$ cat src/rtl/slicer_32x16.sv
// ---------------------------------------------------------------------------
// slicer_32x16
//   Registered word slicer between the 32-bit value mux and the board outputs.
//   A load strobe captures the word. One half goes to the 7-segment display
//   path and the other half goes to the LED bank. Both halves then hold until
//   the next load. The swap input selects which half reaches the display.
//   out_valid pulses in the cycle after every capture.
//
//   Optional feature macro: SLICER_CHANGE_DETECT_EN
//     When defined, the block adds a registered 'changed' output. It pulses
//     together with out_valid when the captured word (before the swap)
//     differs from the word captured previously.
// ---------------------------------------------------------------------------
module slicer_32x16 #(
    parameter int IN_W  = 32,
    parameter int OUT_W = 16
) (
    input  logic             clk,
    input  logic             rst,
    input  logic [IN_W-1:0]  mux_out,
    input  logic             load,
    input  logic             swap,
    output logic [OUT_W-1:0] value_to_display,
    output logic [OUT_W-1:0] value_to_LEDs,
    output logic             out_valid
`ifdef SLICER_CHANGE_DETECT_EN
    ,
    output logic             changed
`endif
);

    // The word must split exactly into two output halves.
    if (IN_W != 2 * OUT_W) begin : g_width_check
        $error("slicer_32x16: IN_W (%0d) must equal 2*OUT_W (%0d)", IN_W, 2 * OUT_W);
    end

    logic [OUT_W-1:0] disp_q, disp_d;
    logic [OUT_W-1:0] led_q,  led_d;
    logic             valid_q, valid_d;

`ifdef SLICER_CHANGE_DETECT_EN
    logic [IN_W-1:0]  prev_q, prev_d;
    logic             changed_q, changed_d;
`endif

    // Next-state logic: select the halves on load, otherwise hold them.
    always_comb begin
        // NOTE: every signal gets a default before any branch; a path that
        // leaves one unassigned would infer a latch.
        disp_d  = disp_q;
        led_d   = led_q;
        valid_d = load;
        if (load) begin
            if (swap) begin
                disp_d = mux_out[OUT_W-1:0];
                led_d  = mux_out[IN_W-1:OUT_W];
            end else begin
                disp_d = mux_out[IN_W-1:OUT_W];
                led_d  = mux_out[OUT_W-1:0];
            end
        end
`ifdef SLICER_CHANGE_DETECT_EN
        prev_d    = prev_q;
        changed_d = 1'b0;
        if (load) begin
            prev_d    = mux_out;
            changed_d = (mux_out != prev_q);
        end
`endif
    end

    // State registers; rst clears them asynchronously, so any pending capture is lost.
    always_ff @(posedge clk or posedge rst) begin
        if (rst) begin
            // NOTE: sequential state uses non-blocking assignments so that
            // every register samples values from before the edge.
            disp_q    <= '0;
            led_q     <= '0;
            valid_q   <= 1'b0;
`ifdef SLICER_CHANGE_DETECT_EN
            prev_q    <= '0;
            changed_q <= 1'b0;
`endif
        end else begin
            disp_q    <= disp_d;
            led_q     <= led_d;
            valid_q   <= valid_d;
`ifdef SLICER_CHANGE_DETECT_EN
            prev_q    <= prev_d;
            changed_q <= changed_d;
`endif
        end
    end

    assign value_to_display = disp_q;
    assign value_to_LEDs    = led_q;
    assign out_valid        = valid_q;
`ifdef SLICER_CHANGE_DETECT_EN
    assign changed          = changed_q;
`endif

endmodule

$ cat config.mk
export PLATFORM = sky130hd
export DESIGN_NAME = slicer_32x16
export DESIGN_NICKNAME = d
export VERILOG_FILES = /design/src/rtl/slicer_32x16.sv
export SDC_FILE = /design/constraint.sdc
export NUM_CORES = 1
export LEC_CHECK = 0
export ABC_AREA = 0
export ABC_CLOCK_PERIOD_IN_PS = 1700
export BUFFER_PORTS_ARGS = -buffer_cell sky130_fd_sc_hd__buf_2
export CORE_MARGIN = 1.5
export CORE_UTILIZATION = 25
export DETAILED_ROUTE_END_ITERATION = 16
export GPL_ROUTABILITY_DRIVEN = 0
export PLACE_DENSITY = 0.48
export SETUP_SLACK_MARGIN = 0.02
export SYNTH_ARGS = -nofsm -noshare
export SYNTH_HDL_FRONTEND = slang
export SYNTH_SLANG_ARGS = --single-unit
$ cat constraint.sdc
create_clock -name clk -period 1.7 [get_ports clk]
set_input_delay 0.34 -clock clk [delete_from_list [all_inputs] [get_ports clk]]
set_output_delay 0.34 -clock clk [all_outputs]
set_load 0.005 [all_outputs]
Word level (Yosys, flattened, before mapping)
Index checks and enable logic that the tools add are counted.

Flip-flop bits (word level): 33. Logic and storage cells: 5. Output and inout port bits: 33. Bits of input ports: 36.

Muxes and demuxes: 2.

Operators with widths (number): 2-to-1 mux 16 bit (2).

Logic depth before layout (Yosys ltp)
Depth in word-level cells: 1. Depth in mapped cells: 4. Mapped depth without buffers: 2.

Worst setup path after synthesis
Ideal clock, no wire load.

Path kind: input-to-reg. Start: in swap. End: reg led_q[0] (netlist: value_to_LEDs[0]). Arrival time: 0.832 ns. Data required time: 1.574 ns. Setup time: 0.126 ns. Path slack: 0.742 ns. Cell stages on the path: 4. Buffers on the path: 2. Path through: buf_6 > buf_12 > mux2i_1 > a21oi_1.

Longest elaborated chain between the ends: 1.

Ends and longest elaborated chain: start: declaration (RTL line 22) `input logic swap,`; 2-to-1 mux 16 bit (RTL line 54) `if (swap) begin`; end signal: assignment (RTL line 86) `led_q <= led_d;`; end: declaration (RTL line 38) `logic [OUT_W-1:0] led_q, led_d;`.

No other way between the ends. A chain may end at the register's enable or synchronous reset.

Worst setup path after layout
Start: reg disp_q[3] (netlist: value_to_display[3]). End: out value_to_display[3].

RTL lines: start: declaration (RTL line 37) `logic [OUT_W-1:0] disp_q, disp_d;`; start signal: assignment (RTL line 85) `disp_q <= disp_d;`; end: declaration (RTL line 23) `output logic [OUT_W-1:0] value_to_display,`.

No word-level cell between the ends.

==> metrics.txt <==
Compound-Gate Fraction of Synth Area=10.4%; critical path required time=1.36 ns; Antenna Cells=0; Resized cells post-CTS=0; Root Driver=clkbuf_8; post-synthesis mux area share=20.8%; Worst setup EP type=output port; post-layout util=34.5%; WP data arrival=0.80 ns; Startpoint Class=flip-flop; Worst Max-Slew Pin Slew=0.385 ns; Initial Utilization=26.0%; GR Util met1=13.4%; layout cells sized above 1=37.3%; slowest CP cell=dfrtp_1; post-DR vias/cell=4.30; Int Pwr=1510 uW; row cnt=28; Yosys top cell by area=dfrtp_1; Synth Area in Adders=0%; wire per inst=12.5 um; R2R Path End=value_to_display[3]; DIE WIDTH=81.4 um; vias in the first global route=1184; GR Util met3=2.81%; Net Switching=486 uW; part of the power in registers=45.5%; syn nets=177; Total Routing Usage GR=11.2%; delay-heaviest family, CP=flip-flops; crit-path cells=buf_2; Initial DRC Count=46; global route hottest layer=met2; die height=81.4 um; worst path bufs/invs=1; total number of vias=1221; Final period util=67.0%; Fin. Hold Viols=0; met2 Usage GRT=18.6%; Synth Register Bits=33; post-synthesis cell count=141; synthesis-to-finish area growth=32.8%; largest family of logic cells by synthesized area=multiplexers; RSZ-0062 raised after global routing=false; clock network fraction of total power=37.8%; total grt overflow=0; DP Wirelength=2.55 mm; initial antenna violation count=0; Setup violations, final=0; fin crit period=1.14 ns; CTS Sinks=33; status=finished clean; most common cell after layout, fill and taps aside=buf_2; Hold Crit Class=in -> async; kind of critical path=reg -> out; Max-Cap Viols=0; post-synthesis xor/xnor area fraction=0%; final WL=3.55 mm; fmax=878 MHz; sequential-to-total area share from yosys stat=53.7%; drt drc=0; Critical R2R Launch=value_to_display[3]; PortBufs=68; Netlist cell types=8; Mapped Area=1540 um^2; CP max stage delay=0.39 ns; worst relative slew slack=74.3%; Sw Share=24.4%; largest net degree at the start of global routing=66; TritonRoute pass-1 iters=4; CP max FO=2; die area=6630 um^2; largest cells by area after synthesis=dfrtp_1 54%, mux2i_1 21%, a21oi_1 10%; Simple-Gate Fraction of Synth Area=7.82%; Reg clk slew, reported paths=0.07 ns; worst reg-to-reg setup slack=1.04 ns; average cell area after synthesis=10.9 um^2; Num CTS Buffers=5; CTS tree=built; Combinational Power Share=16.6%; NumNets Final=244; pwr dens=978 nW/um^2; clock skew=0 ns; R2R depth=2; post-synth top area share=53.7%; CTS Buffer Depth=2; Final Slew Violations=0; post-CTS setup buffers=0; TNS Setup=0 ns; IO Pins=69; # hold bufs at CTS=0; global-route wire length before repair=5.51 mm; H-Tree Depth=2; Core Box Area=5920 um^2; worst IR drop on VDD=0.000332 V; leading cell types in the layout, fill and taps excluded=68 x buf_2, 33 x dfrtp_1, 32 x mux2i_1, 32 x nor2_1, 32 x a21oi_1; Yosys warnings=0; Routed Antenna Nets=0; Clk Latency, worst-skew pair=0.27 ns; Lkg Pwr=0.00101 uW
## stage by stage
stage               cells  setup WS (ns)  instance area (um^2)  power, uW  hold WS [ns]
finish                284          0.561                  2040       2000        0.0302
global route          284          0.514                  2040       2120        0.0584
CTS                   284          0.534                  2040       2050        0.0310
detailed placement    276          0.555                  1920       1260         0.345
global placement      276          0.552                  1920       1260         0.340
floorplan             141          0.641                  1540       1100         0.371
## routing by layer
metal / vias up / routed length (um)
li1: 618 / -
met1: 557 / 1570
met2: 44 / 1690
met3: 2 / 240
met4: 0 / 49
met5: - / 0
## flip-flops by register name (all words and copies together), names as in the netlist
| name | flops |
|---|---|
| out_valid | 1 |
| value_to_LEDs | 16 |
| value_to_display | 16 |
## cells in the mapped netlist, drive strengths merged
cell type / instances
nor2: 32
inv: 1
buf: 11
mux2i: 32
dfrtp: 33
a21oi: 32
## final cells by class
cell class | instances | area [um^2]
inverters | 1 | 3.75
clock buffers | 7 | 86.3
fillers | 625 | 3880
well taps | 75 | 93.8
clock inverters | 1 | 30.0
flip-flops and latches | 33 | 826
repair buffers | 71 | 400
multi-input cells | 96 | 601
## how the worst max path moves through the flow
stage / startpoint / to / slack (ns) / cells past startpoint
3_5_place_dp: swap / value_to_LEDs[3] / 0.55 / 4
2_1_floorplan: rst / out_valid / 0.64 / 1
4_1_cts: value_to_display[1] / value_to_display[1] / 0.53 / 1
3_3_place_gp: swap / value_to_LEDs[3] / 0.55 / 4
5_1_grt: value_to_display[1] / value_to_display[1] / 0.51 / 1
6_report: value_to_display[3] / value_to_display[3] / 0.56 / 1
## power groups by stage
stage	combinational [uW]	clock (uW)	sequential, uW
3_5_place_dp	340	0	923
2_1_floorplan	171	0	930
6_report	332	755	908
5_1_grt	377	827	918
4_1_cts	340	797	910
3_3_place_gp	338	0	923
## cell families after synthesis
group | Yosys count
buffers and inverters | 12
muxes | 32
and+or+nand+nor | 32
DFF | 33
AOI/OAI and AO/OA | 32
(Power assumes the default switching activity.)
